[config.mk]
export PLATFORM = sky130hd
export DESIGN_NAME = frame_snapshot_ctrl_flat
export DESIGN_NICKNAME = d
export VERILOG_FILES = /design/src/rtl/frame_snapshot_ctrl_pkg.sv /design/src/rtl/frame_snapshot_ctrl_if.sv /design/src/rtl/frame_snapshot_ctrl_decim.sv /design/src/rtl/frame_snapshot_ctrl.sv /design/src/flat_wrapper.sv
export SDC_FILE = /design/constraint.sdc
export NUM_CORES = 1
export LEC_CHECK = 0
export CORE_MARGIN = 8
export CORE_UTILIZATION = 30
export DETAILED_ROUTE_END_ITERATION = 12
export PLACE_DENSITY = 0.52
export SYNTH_ARGS = -nofsm -noshare
export SYNTH_HDL_FRONTEND = slang
export SYNTH_SLANG_ARGS = --single-unit
export TNS_END_PERCENT = 30
[constraint.sdc]
create_clock -name r_clk -period 8.65 [get_ports r_clk]
set_input_delay 0.865 -clock r_clk [delete_from_list [all_inputs] [get_ports r_clk]]
set_output_delay 0.865 -clock r_clk [all_outputs]
set_load 0.01 [all_outputs]
[src/rtl/frame_snapshot_ctrl_pkg.sv]
// frame_snapshot_ctrl_pkg: state encodings and buffer sizing shared by the snapshot controller.
package frame_snapshot_ctrl_pkg;
  typedef enum logic [1:0] {ST_IDLE = 2'd0, ST_ARM = 2'd1, ST_COPY = 2'd2, ST_GAP = 2'd3} state_t;
  localparam int BUF_DEPTH = 65536;
  localparam int COPY_TO_DEF = BUF_DEPTH + 4464;
  function automatic logic [7:0] sat_add(input logic [7:0] a, input logic [1:0] b);
    logic [8:0] s;
    s = {1'b0, a} + {7'b0, b};
    return s[8] ? 8'hff : s[7:0];
  endfunction
endpackage

[src/rtl/frame_snapshot_ctrl_if.sv]
// frame_snapshot_ctrl_if: request, buffer handshake and status signals of the snapshot controller.
interface frame_snapshot_ctrl_if;
  import frame_snapshot_ctrl_pkg::*;
  logic       frame_end, auto_en, capture_req, err_clr, buf_done;
  logic       buf_rd, busy, snap_done, snap_src, err_timeout;
  logic [7:0] drop_cnt;
  state_t     state_o;
  modport master(output frame_end, auto_en, capture_req, err_clr, buf_done,
                 input buf_rd, busy, snap_done, snap_src, err_timeout, drop_cnt, state_o);
  modport slave(input frame_end, auto_en, capture_req, err_clr, buf_done,
                output buf_rd, busy, snap_done, snap_src, err_timeout, drop_cnt, state_o);
endinterface

[src/rtl/frame_snapshot_ctrl_decim.sv]
// frame_snapshot_ctrl_decim: frame_end decimator raising the pending auto-snapshot flag.
module frame_snapshot_ctrl_decim #(
  parameter int DECIM = 1
) (
  input  logic r_clk,
  input  logic rst_n,
  input  logic i_frame_end,
  input  logic i_auto_en,
  input  logic i_clr,
  output logic o_pend,
  output logic o_drop
);
  logic [7:0] r_cnt;
  logic       r_pend;
  logic       w_hit;
  assign w_hit  = i_frame_end && i_auto_en && r_cnt == 8'(DECIM - 1);
  assign o_drop = w_hit && r_pend && !i_clr;
  assign o_pend = r_pend;
  always_ff @(posedge r_clk or negedge rst_n) begin
    if (!rst_n) begin
      r_cnt  <= '0;
      r_pend <= 1'b0;
    end else begin
      if (i_frame_end && i_auto_en) r_cnt <= w_hit ? 8'd0 : r_cnt + 8'd1;
      r_pend <= w_hit || (r_pend && !i_clr);
    end
  end
endmodule

[src/rtl/frame_snapshot_ctrl.sv]
// frame_snapshot_ctrl: arbitrates auto/manual snapshot requests and sequences the buffer copy with timeouts.
module frame_snapshot_ctrl
  import frame_snapshot_ctrl_pkg::*;
#(
  parameter int DECIM   = 1,
  parameter int BUSY_TO = 16,
  parameter int COPY_TO = COPY_TO_DEF,
  parameter int GAP     = 4
) (
  input logic               r_clk,
  input logic               rst_n,
  frame_snapshot_ctrl_if.slave bus
);
  localparam int TW = $clog2(COPY_TO + 1);
  state_t        r_state;
  logic [TW-1:0] r_timer;
  logic          r_pend_man, r_buf_rd, r_busy, r_snap_done, r_snap_src, r_err;
  logic [7:0]    r_drop;
  logic          w_pend_auto, w_drop_auto, w_drop_man, w_take_man, w_take_auto;
  assign w_take_man  = r_state == ST_IDLE && r_pend_man;
  assign w_take_auto = r_state == ST_IDLE && !r_pend_man && w_pend_auto && bus.buf_done;
  assign w_drop_man  = bus.capture_req && r_pend_man && !w_take_man;
  assign bus.buf_rd      = r_buf_rd;
  assign bus.busy        = r_busy;
  assign bus.snap_done   = r_snap_done;
  assign bus.snap_src    = r_snap_src;
  assign bus.err_timeout = r_err;
  assign bus.drop_cnt    = r_drop;
  assign bus.state_o     = r_state;
  frame_snapshot_ctrl_decim #(.DECIM(DECIM)) u_decim (
    .r_clk      (r_clk),
    .rst_n      (rst_n),
    .i_frame_end(bus.frame_end),
    .i_auto_en  (bus.auto_en),
    .i_clr      (w_take_auto),
    .o_pend     (w_pend_auto),
    .o_drop     (w_drop_auto)
  );
  // a request landing on the cycle its flag is consumed re-arms the flag instead of dropping
  always_ff @(posedge r_clk or negedge rst_n) begin
    if (!rst_n) begin
      r_pend_man <= 1'b0;
      r_drop     <= '0;
    end else begin
      r_pend_man <= bus.capture_req || (r_pend_man && !w_take_man);
      r_drop     <= bus.err_clr ? 8'd0 : sat_add(r_drop, 2'(w_drop_man) + 2'(w_drop_auto));
    end
  end
  always_ff @(posedge r_clk or negedge rst_n) begin
    if (!rst_n) begin
      r_state     <= ST_IDLE;
      r_timer     <= '0;
      r_buf_rd    <= 1'b0;
      r_busy      <= 1'b0;
      r_snap_done <= 1'b0;
      r_snap_src  <= 1'b0;
      r_err       <= 1'b0;
    end else begin
      r_snap_done <= 1'b0;
      if (bus.err_clr) r_err <= 1'b0;
      case (r_state)
        ST_IDLE: if (w_take_man || w_take_auto) begin
          r_state    <= ST_ARM;
          r_timer    <= '0;
          r_buf_rd   <= 1'b1;
          r_busy     <= 1'b1;
          r_snap_src <= w_take_man;
        end
        ST_ARM: if (!bus.buf_done) begin
          r_state <= ST_COPY;
          r_timer <= '0;
        end else if (r_timer == TW'(BUSY_TO - 1)) begin
          r_state  <= ST_GAP;
          r_timer  <= '0;
          r_buf_rd <= 1'b0;
          r_err    <= 1'b1;
        end else r_timer <= r_timer + 1'b1;
        ST_COPY: if (bus.buf_done || r_timer == TW'(COPY_TO - 1)) begin
          r_state     <= ST_GAP;
          r_timer     <= '0;
          r_buf_rd    <= 1'b0;
          r_snap_done <= bus.buf_done;
          if (!bus.buf_done) r_err <= 1'b1;
        end else r_timer <= r_timer + 1'b1;
        default: if (r_timer == TW'(GAP - 1)) begin
          r_state <= ST_IDLE;
          r_timer <= '0;
          r_busy  <= 1'b0;
        end else r_timer <= r_timer + 1'b1;
      endcase
    end
  end
endmodule

[src/flat_wrapper.sv]
// flat-port wrapper written by rule: the top's interface ports become plain ports
module frame_snapshot_ctrl_flat import frame_snapshot_ctrl_pkg::*;
#(
  parameter int DECIM   = 1,
  parameter int BUSY_TO = 16,
  parameter int COPY_TO = COPY_TO_DEF,
  parameter int GAP     = 4
)
  (r_clk, rst_n, bus_frame_end, bus_auto_en, bus_capture_req, bus_err_clr, bus_buf_done, bus_buf_rd, bus_busy, bus_snap_done, bus_snap_src, bus_err_timeout, bus_drop_cnt, bus_state_o);
  frame_snapshot_ctrl_if bus_i ();
  input logic r_clk;
  input logic rst_n;
  input wire logic [$bits(bus_i.frame_end)-1:0] bus_frame_end;
  input wire logic [$bits(bus_i.auto_en)-1:0] bus_auto_en;
  input wire logic [$bits(bus_i.capture_req)-1:0] bus_capture_req;
  input wire logic [$bits(bus_i.err_clr)-1:0] bus_err_clr;
  input wire logic [$bits(bus_i.buf_done)-1:0] bus_buf_done;
  output wire logic [$bits(bus_i.buf_rd)-1:0] bus_buf_rd;
  output wire logic [$bits(bus_i.busy)-1:0] bus_busy;
  output wire logic [$bits(bus_i.snap_done)-1:0] bus_snap_done;
  output wire logic [$bits(bus_i.snap_src)-1:0] bus_snap_src;
  output wire logic [$bits(bus_i.err_timeout)-1:0] bus_err_timeout;
  output wire logic [$bits(bus_i.drop_cnt)-1:0] bus_drop_cnt;
  output wire logic [$bits(bus_i.state_o)-1:0] bus_state_o;
  assign bus_i.frame_end = bus_frame_end;
  assign bus_i.auto_en = bus_auto_en;
  assign bus_i.capture_req = bus_capture_req;
  assign bus_i.err_clr = bus_err_clr;
  assign bus_i.buf_done = bus_buf_done;
  assign bus_buf_rd = bus_i.buf_rd;
  assign bus_busy = bus_i.busy;
  assign bus_snap_done = bus_i.snap_done;
  assign bus_snap_src = bus_i.snap_src;
  assign bus_err_timeout = bus_i.err_timeout;
  assign bus_drop_cnt = bus_i.drop_cnt;
  assign bus_state_o = bus_i.state_o;
  frame_snapshot_ctrl #(.DECIM(DECIM), .BUSY_TO(BUSY_TO), .COPY_TO(COPY_TO), .GAP(GAP)) u_core (.r_clk(r_clk), .rst_n(rst_n), .bus(bus_i));
endmodule
# After elaboration in Yosys (flattened, before gate mapping)
# Cells that the tools add are included.
[totals]
in_bits = 7
elab_cells = 85
reg_bits = 42
[classes]
eq_ne = 10
muxes = 30
bitwise = 1
n_reduce_logical = 29
addsub = 4
[op_table]
columns = ["operator", "n"]
rows = [
  ["$mux 17", 5],
  ["$pmux 17 s3", 1],
  ["$mux 8", 3],
  ["$add 17x1->17 const B", 1],
  ["$eq 17x17->1 const B", 1],
  ["$eq 17x2->1 const B", 1],
  ["$eq 17x4->1 const B", 1],
  ["$logic_and 1x1->1", 12],
  ["$mux 1", 12],
  ["$mux 2", 5],
  ["$add 8x2->9", 1],
  ["$add 8x1->8 const B", 1],
  ["$logic_not 8->1", 1],
  ["$pmux 2 s3", 1],
  ["$reduce_and 5->1", 1],
  ["$logic_or 1x1->1", 4],
  ["$ne 2x1->1 const B", 2],
  ["$ne 2x2->1 const B", 2],
  ["$pmux 1 s2", 2],
  ["$reduce_and 4->1", 1],
  ["$reduce_bool 4->1", 1],
  ["$logic_not 1->1", 3],
  ["$ne 3x2->1 const B", 1],
  ["$pmux 1 s3", 1],
  ["10 further kinds", 10],
]

# Longest topological paths before layout
[logic_depth]
depth_word = 10
depth_mapped = 12
ltp_nobuf = 12

# Cells and area by module
# Synthesis repeated with hierarchy kept, for this count alone.
[hier_totals]
hier_cells = 253
area_unflattened_um2 = 2399.8
[by_module_without_submodules]
columns = ["mod", "n_inst", "cells_per_inst", "area_each_um2", "seq_area_each_um2"]
rows = [
  ["frame_snapshot_ctrl", 1, 211, 1938.1, 825.8],
  ["frame_snapshot_ctrl_decim", 1, 42, 461.7, 225.2],
]

# Worst setup path before layout
# OpenSTA, ideal clock, no wires.
[synth_timing]
path_kind = "reg2reg"
from = "register u_core.u_decim.r_cnt[0]"
to = "register u_core.r_drop[0] (netlist: u_core.bus.drop_cnt[0])"
path_stages_with_launch = 13
n_path_buf = 0
setup_slack_ns = 5.406
synth_period_minus_slack_ns = 3.244
t_arrival_ns = 3.165
setup_ns = 0.079
path_cell_list = "dfrtp_1 > inv_1 > ha_1 > or4b_2 > nor4_1 > nand2_1 > or2_2 > fa_1 > inv_1 > ha_1 > and4_1 > nand4_1 > a21oi_1"
[synth_between]
elab_chain_cells = 8
[synth_lines]
columns = ["item", "line_no", "rtl"]
rows = [
  ["start: declaration", "frame_snapshot_ctrl_decim.sv:13", "logic [7:0] r_cnt;"],
  ["start signal: assignment", "frame_snapshot_ctrl_decim.sv:24", "if (i_frame_end && i_auto_en) r_cnt <= w_hit ? 8'd0 : r_cnt + 8'd1;"],
  ["$logic_not 8->1", "frame_snapshot_ctrl_decim.sv:16", "assign w_hit = i_frame_end && i_auto_en && r_cnt == 8'(DECIM - 1);"],
  ["$logic_and 1x1->1", "frame_snapshot_ctrl_decim.sv:16", ""],
  ["$logic_and 1x1->1 (2 in a row)", "frame_snapshot_ctrl_decim.sv:17", "assign o_drop = w_hit && r_pend && !i_clr;"],
  ["$add 1x1->2", "frame_snapshot_ctrl.sv:46", "r_drop <= bus.err_clr ? 8'd0 : sat_add(r_drop, 2'(w_drop_man) + 2'(w_drop_auto));"],
  ["$add 8x2->9", "frame_snapshot_ctrl_pkg.sv:8", "s = {1'b0, a} + {7'b0, b};"],
  ["$mux 8", "frame_snapshot_ctrl_pkg.sv:9", "return s[8] ? 8'hff : s[7:0];"],
  ["$mux 8", "frame_snapshot_ctrl.sv:46", ""],
  ["end signal: assignment", "frame_snapshot_ctrl.sv:46", ""],
  ["end: declaration", "frame_snapshot_ctrl.sv:18", "logic [7:0] r_drop;"],
]
# No other way between the ends.
# A chain may end at the register's enable or synchronous reset.

# Final worst setup path
[layout_timing]
from = "register u_core.u_decim.r_cnt[0]"
to = "register u_core.r_drop[4] (netlist: u_core.bus.drop_cnt[4])"
# The elaborated chain is that of the path after synthesis.

==> impl_metrics.toml <==
[global_route]
grt_max_degree = 43
grt_first_pass_wirelength_mm = 10.3
grtUsageMet2_pct = 17.4
use_met1_pct = 14.2
grt_use_met3_pct = 2.10
antenna_found_initial = 0
first_global_vias = 2101
gr-total-overflow = 0
track_usage_pct = 10.9
grt.busiest_layer = "met2"

[cells_and_area]
seq_area_um2 = 1050
final.fill_count = 818
syn2layout_area_growth_pct = 15.6
multi_input_area_um2 = 1280
drive_above_1_share_pct = 8.59
nets = 306
antenna_cells = 0

[timing]
finClkSkew_ns = 0.00570
setup_violations = 0
hold_slack_ns = 0.492
max_slew.worst_pin.slew_ns = 0.947
timing.final.crit_share_pct = 42.6
hold_viol = 0
rsz0062_at_grt = "false"
min_period_ns = 3.68
drv_slew = 0
tns_ns = 0
slew_headroom_pct = 36.9
fmax_ghz = 0.272

[drt]
final_antenna_net_count = 0
via_per_inst = 5.21
drcViolationCount = 0
routed_wl_mm = 5.90
vias = 2064
wl_per_cell_um = 14.9
drt_pass1_iterations = 4
drt-initial-drc-count = 99

[power]
power.share.clock_pct = 22.5
p_int_w = 0.000438
power.leakage_nw = 1.11
seqPwrFrac_pct = 39.1
power_switching_w = 0.000266
peakVddDrop_v = 0.0000890
p_sw_share_pct = 37.8
power_frac_comb_pct = 38.5
power_density_nw_per_um2 = 245

[synthesis]
synth.avg_cell_area_um2 = 9.01
syn_inst = 276
ys_ff_latch = 42
syn_nets = 292
synthArstFlopShare_pct = 100
synth_seq_area_share_pct = 42.3
ys.flop_type = "dfrtp_1"
yosysWarnings = 0
yosysUniqueCellTypes = 47
synth-edff-count = 0
netlist_area_um2 = 2490

[job]
cap_viol_max_count = 0

[clocking]
clkSlewWorstSetupHoldPaths_ns = 0.09
numCtsBuffers = 5
cts_root_buf = "clkbuf_8"
cts-resized-gates = 0
clockBufferDepth = 2
clock-sinks = 42
clock_latency_ns = 0.30
hold_buffers = 0
htree_num_levels = 2
cts_tree = "built"
post_cts_buffers = 0

[floorplan]
initial_core_util_pct = 30.6
ioPinCount = 22
die-area_um2 = 11500
die_w_um = 107
die_y_um = 107
core-area_um2 = 8130
fp-row-count = 33

[place]
dp_hpwl_mm = 4.12
routabilityCongestion = 0.750
io_buffers = 21

[hold_path]
min_to = "u_core.u_decim.r_cnt[7]"
whs_path_depth = 1
hp-class = "reg -> reg"
hold_start = "u_core.u_decim.r_cnt[7]"

[setup_path]
rrSetupSlack_ns = 4.97
rr_endpoint = "u_core.bus.drop_cnt[4]"
crit_fanout = 6
crit_type = "reg -> reg"
required_ns = 8.87
start_kind = "register"
cp-end-kind = "register"
critPathArrivalTime_ns = 3.90
reg2reg_depth = 12
reg2reg_from = "u_core.u_decim.r_cnt[0]"

[run_status]
outcome = "finished clean"
[cell usage in the layout, fill, tap and decap left out, types with 8 or more instances in the layout]
cell,synthesis,layout
ha_1,8,8
nand2_1,29,29
nand4_1,14,14
a21oi_1,10,10
o22ai_1,8,8
nor3_1,11,11
dfrtp_1,42,42
o21ai_0,12,12
a31oi_1,11,11
nor2_1,11,11
inv_1,24,24
clkdlybuf4s50_1,0,20
nand3_1,17,17
[power by group through the flow]
stage	sequential, W	clock [W]	combinational, W
2_1_floorplan	0.000273	0	0.000195
3_3_place_gp	0.000276	0	0.000266
3_5_place_dp	0.000278	0	0.000272
4_1_cts	0.000275	0.000164	0.000274
5_1_grt	0.000282	0.000170	0.000306
6_report	0.000275	0.000158	0.000271
[per-stage QoR]
stage / util (%) / instances / setup slack, ns / total power (W) / instance area (um2)
global route: 35.3 / 396 / 4.63 / 0.000758 / 2870
global placement: 34.0 / 388 / 5.13 / 0.000543 / 2760
CTS: 35.3 / 396 / 4.96 / 0.000714 / 2870
floorplan: - / 276 / 5.41 / 0.000467 / 2490
detailed placement: 34.0 / 388 / 4.98 / 0.000551 / 2760
finish: 35.3 / 396 / 4.97 / 0.000704 / 2870
[how the worst max path moves through the flow]
stage	from	endpoint	slack [ns]	cells past startpoint
after floorplan	u_core.u_decim.r_cnt[0]	u_core.bus.drop_cnt[0]	5.41	12
after global placement	u_core.u_decim.r_cnt[0]	u_core.bus.drop_cnt[1]	5.13	12
after detailed placement	u_core.u_decim.r_cnt[0]	u_core.bus.drop_cnt[4]	4.98	12
after CTS	u_core.u_decim.r_cnt[0]	u_core.bus.drop_cnt[4]	4.96	12
after global routing	u_core.u_decim.r_cnt[0]	u_core.bus.drop_cnt[5]	4.63	12
final	u_core.u_decim.r_cnt[0]	u_core.bus.drop_cnt[4]	4.97	12
[layer usage]
metal	wire, um	up-vias
met5	0	-
met4	86	0
met3	208	6
met2	2780	36
met1	2830	996
li1	-	1026
[worst max-delay path: stages, from the launching register on]
cell	delay, ns
dfrtp_1	0.41
inv_1	0.10
ha_1	0.14
or4b_2	0.58
nor4_1	0.48
nand2_1	0.14
or2_2	0.34
fa_1	0.40
inv_1	0.07
ha_1	0.18
and4_1	0.27
nand4_1	0.27
a21oi_1	0.22
[state kept, by name, summed over array words and instances (netlist names)]
name,cells
u_core.r_timer,17
u_core.bus.drop_cnt,8
u_core.u_decim.r_cnt,8
u_core.bus.state_o,2
u_core.bus.buf_rd,1
u_core.bus.busy,1
u_core.bus.err_timeout,1
u_core.bus.snap_done,1
u_core.bus.snap_src,1
u_core.r_pend_man,1
u_core.u_decim.o_pend,1
[final cells by class]
class | count | area share, %
clock inverter | 2 | 1.31
sequential | 42 | 36.6
multi-input combinational | 195 | 44.5
timing repair buffer | 22 | 7.40
clock buffer | 6 | 2.53
inverter | 24 | 3.14
tap | 105 | 4.57
[logic make-up after synthesis]
| kind of cell | Yosys count | synth area share, % |
|---|---|---|
| and+or+nand+nor | 115 | 26.5 |
| AOI/OAI and AO/OA | 57 | 14.5 |
| DFF | 42 | 42.3 |
| buffers and inverters | 39 | 6.54 |
| adders and majority gates | 9 | 4.83 |
| xor gates and xnor gates | 8 | 2.82 |
| muxes | 6 | 2.47 |
[synth_stat cells, drive strengths merged, types with 2 or more instances]
cell type / number / area, um2
o32ai: 3 / 26.3
buf: 7 / 42.5
nand2b: 3 / 18.8
dfrtp: 42 / 1050
and2: 2 / 12.5
nand2: 29 / 109
a21oi: 10 / 50.1
nand4: 14 / 87.6
or4: 4 / 37.5
ha: 8 / 100
nor4: 8 / 86.3
or2: 5 / 31.3
o22ai: 9 / 62.6
o21ai: 15 / 75.1
a31oi: 11 / 68.8
nand3: 17 / 85.1
mux2i: 5 / 50.1
inv: 24 / 90.1
or3: 2 / 12.5
and4: 2 / 17.5
a22o: 2 / 17.5
nor3: 12 / 65.1
xor2: 4 / 35.0
or4b: 3 / 30.0
clkbuf: 8 / 30.0
xnor2: 4 / 35.0
a211oi: 2 / 15.0
a21o: 2 / 15.0
nor2: 11 / 41.3
No activity file was read; power rests on OpenSTA's default activity.
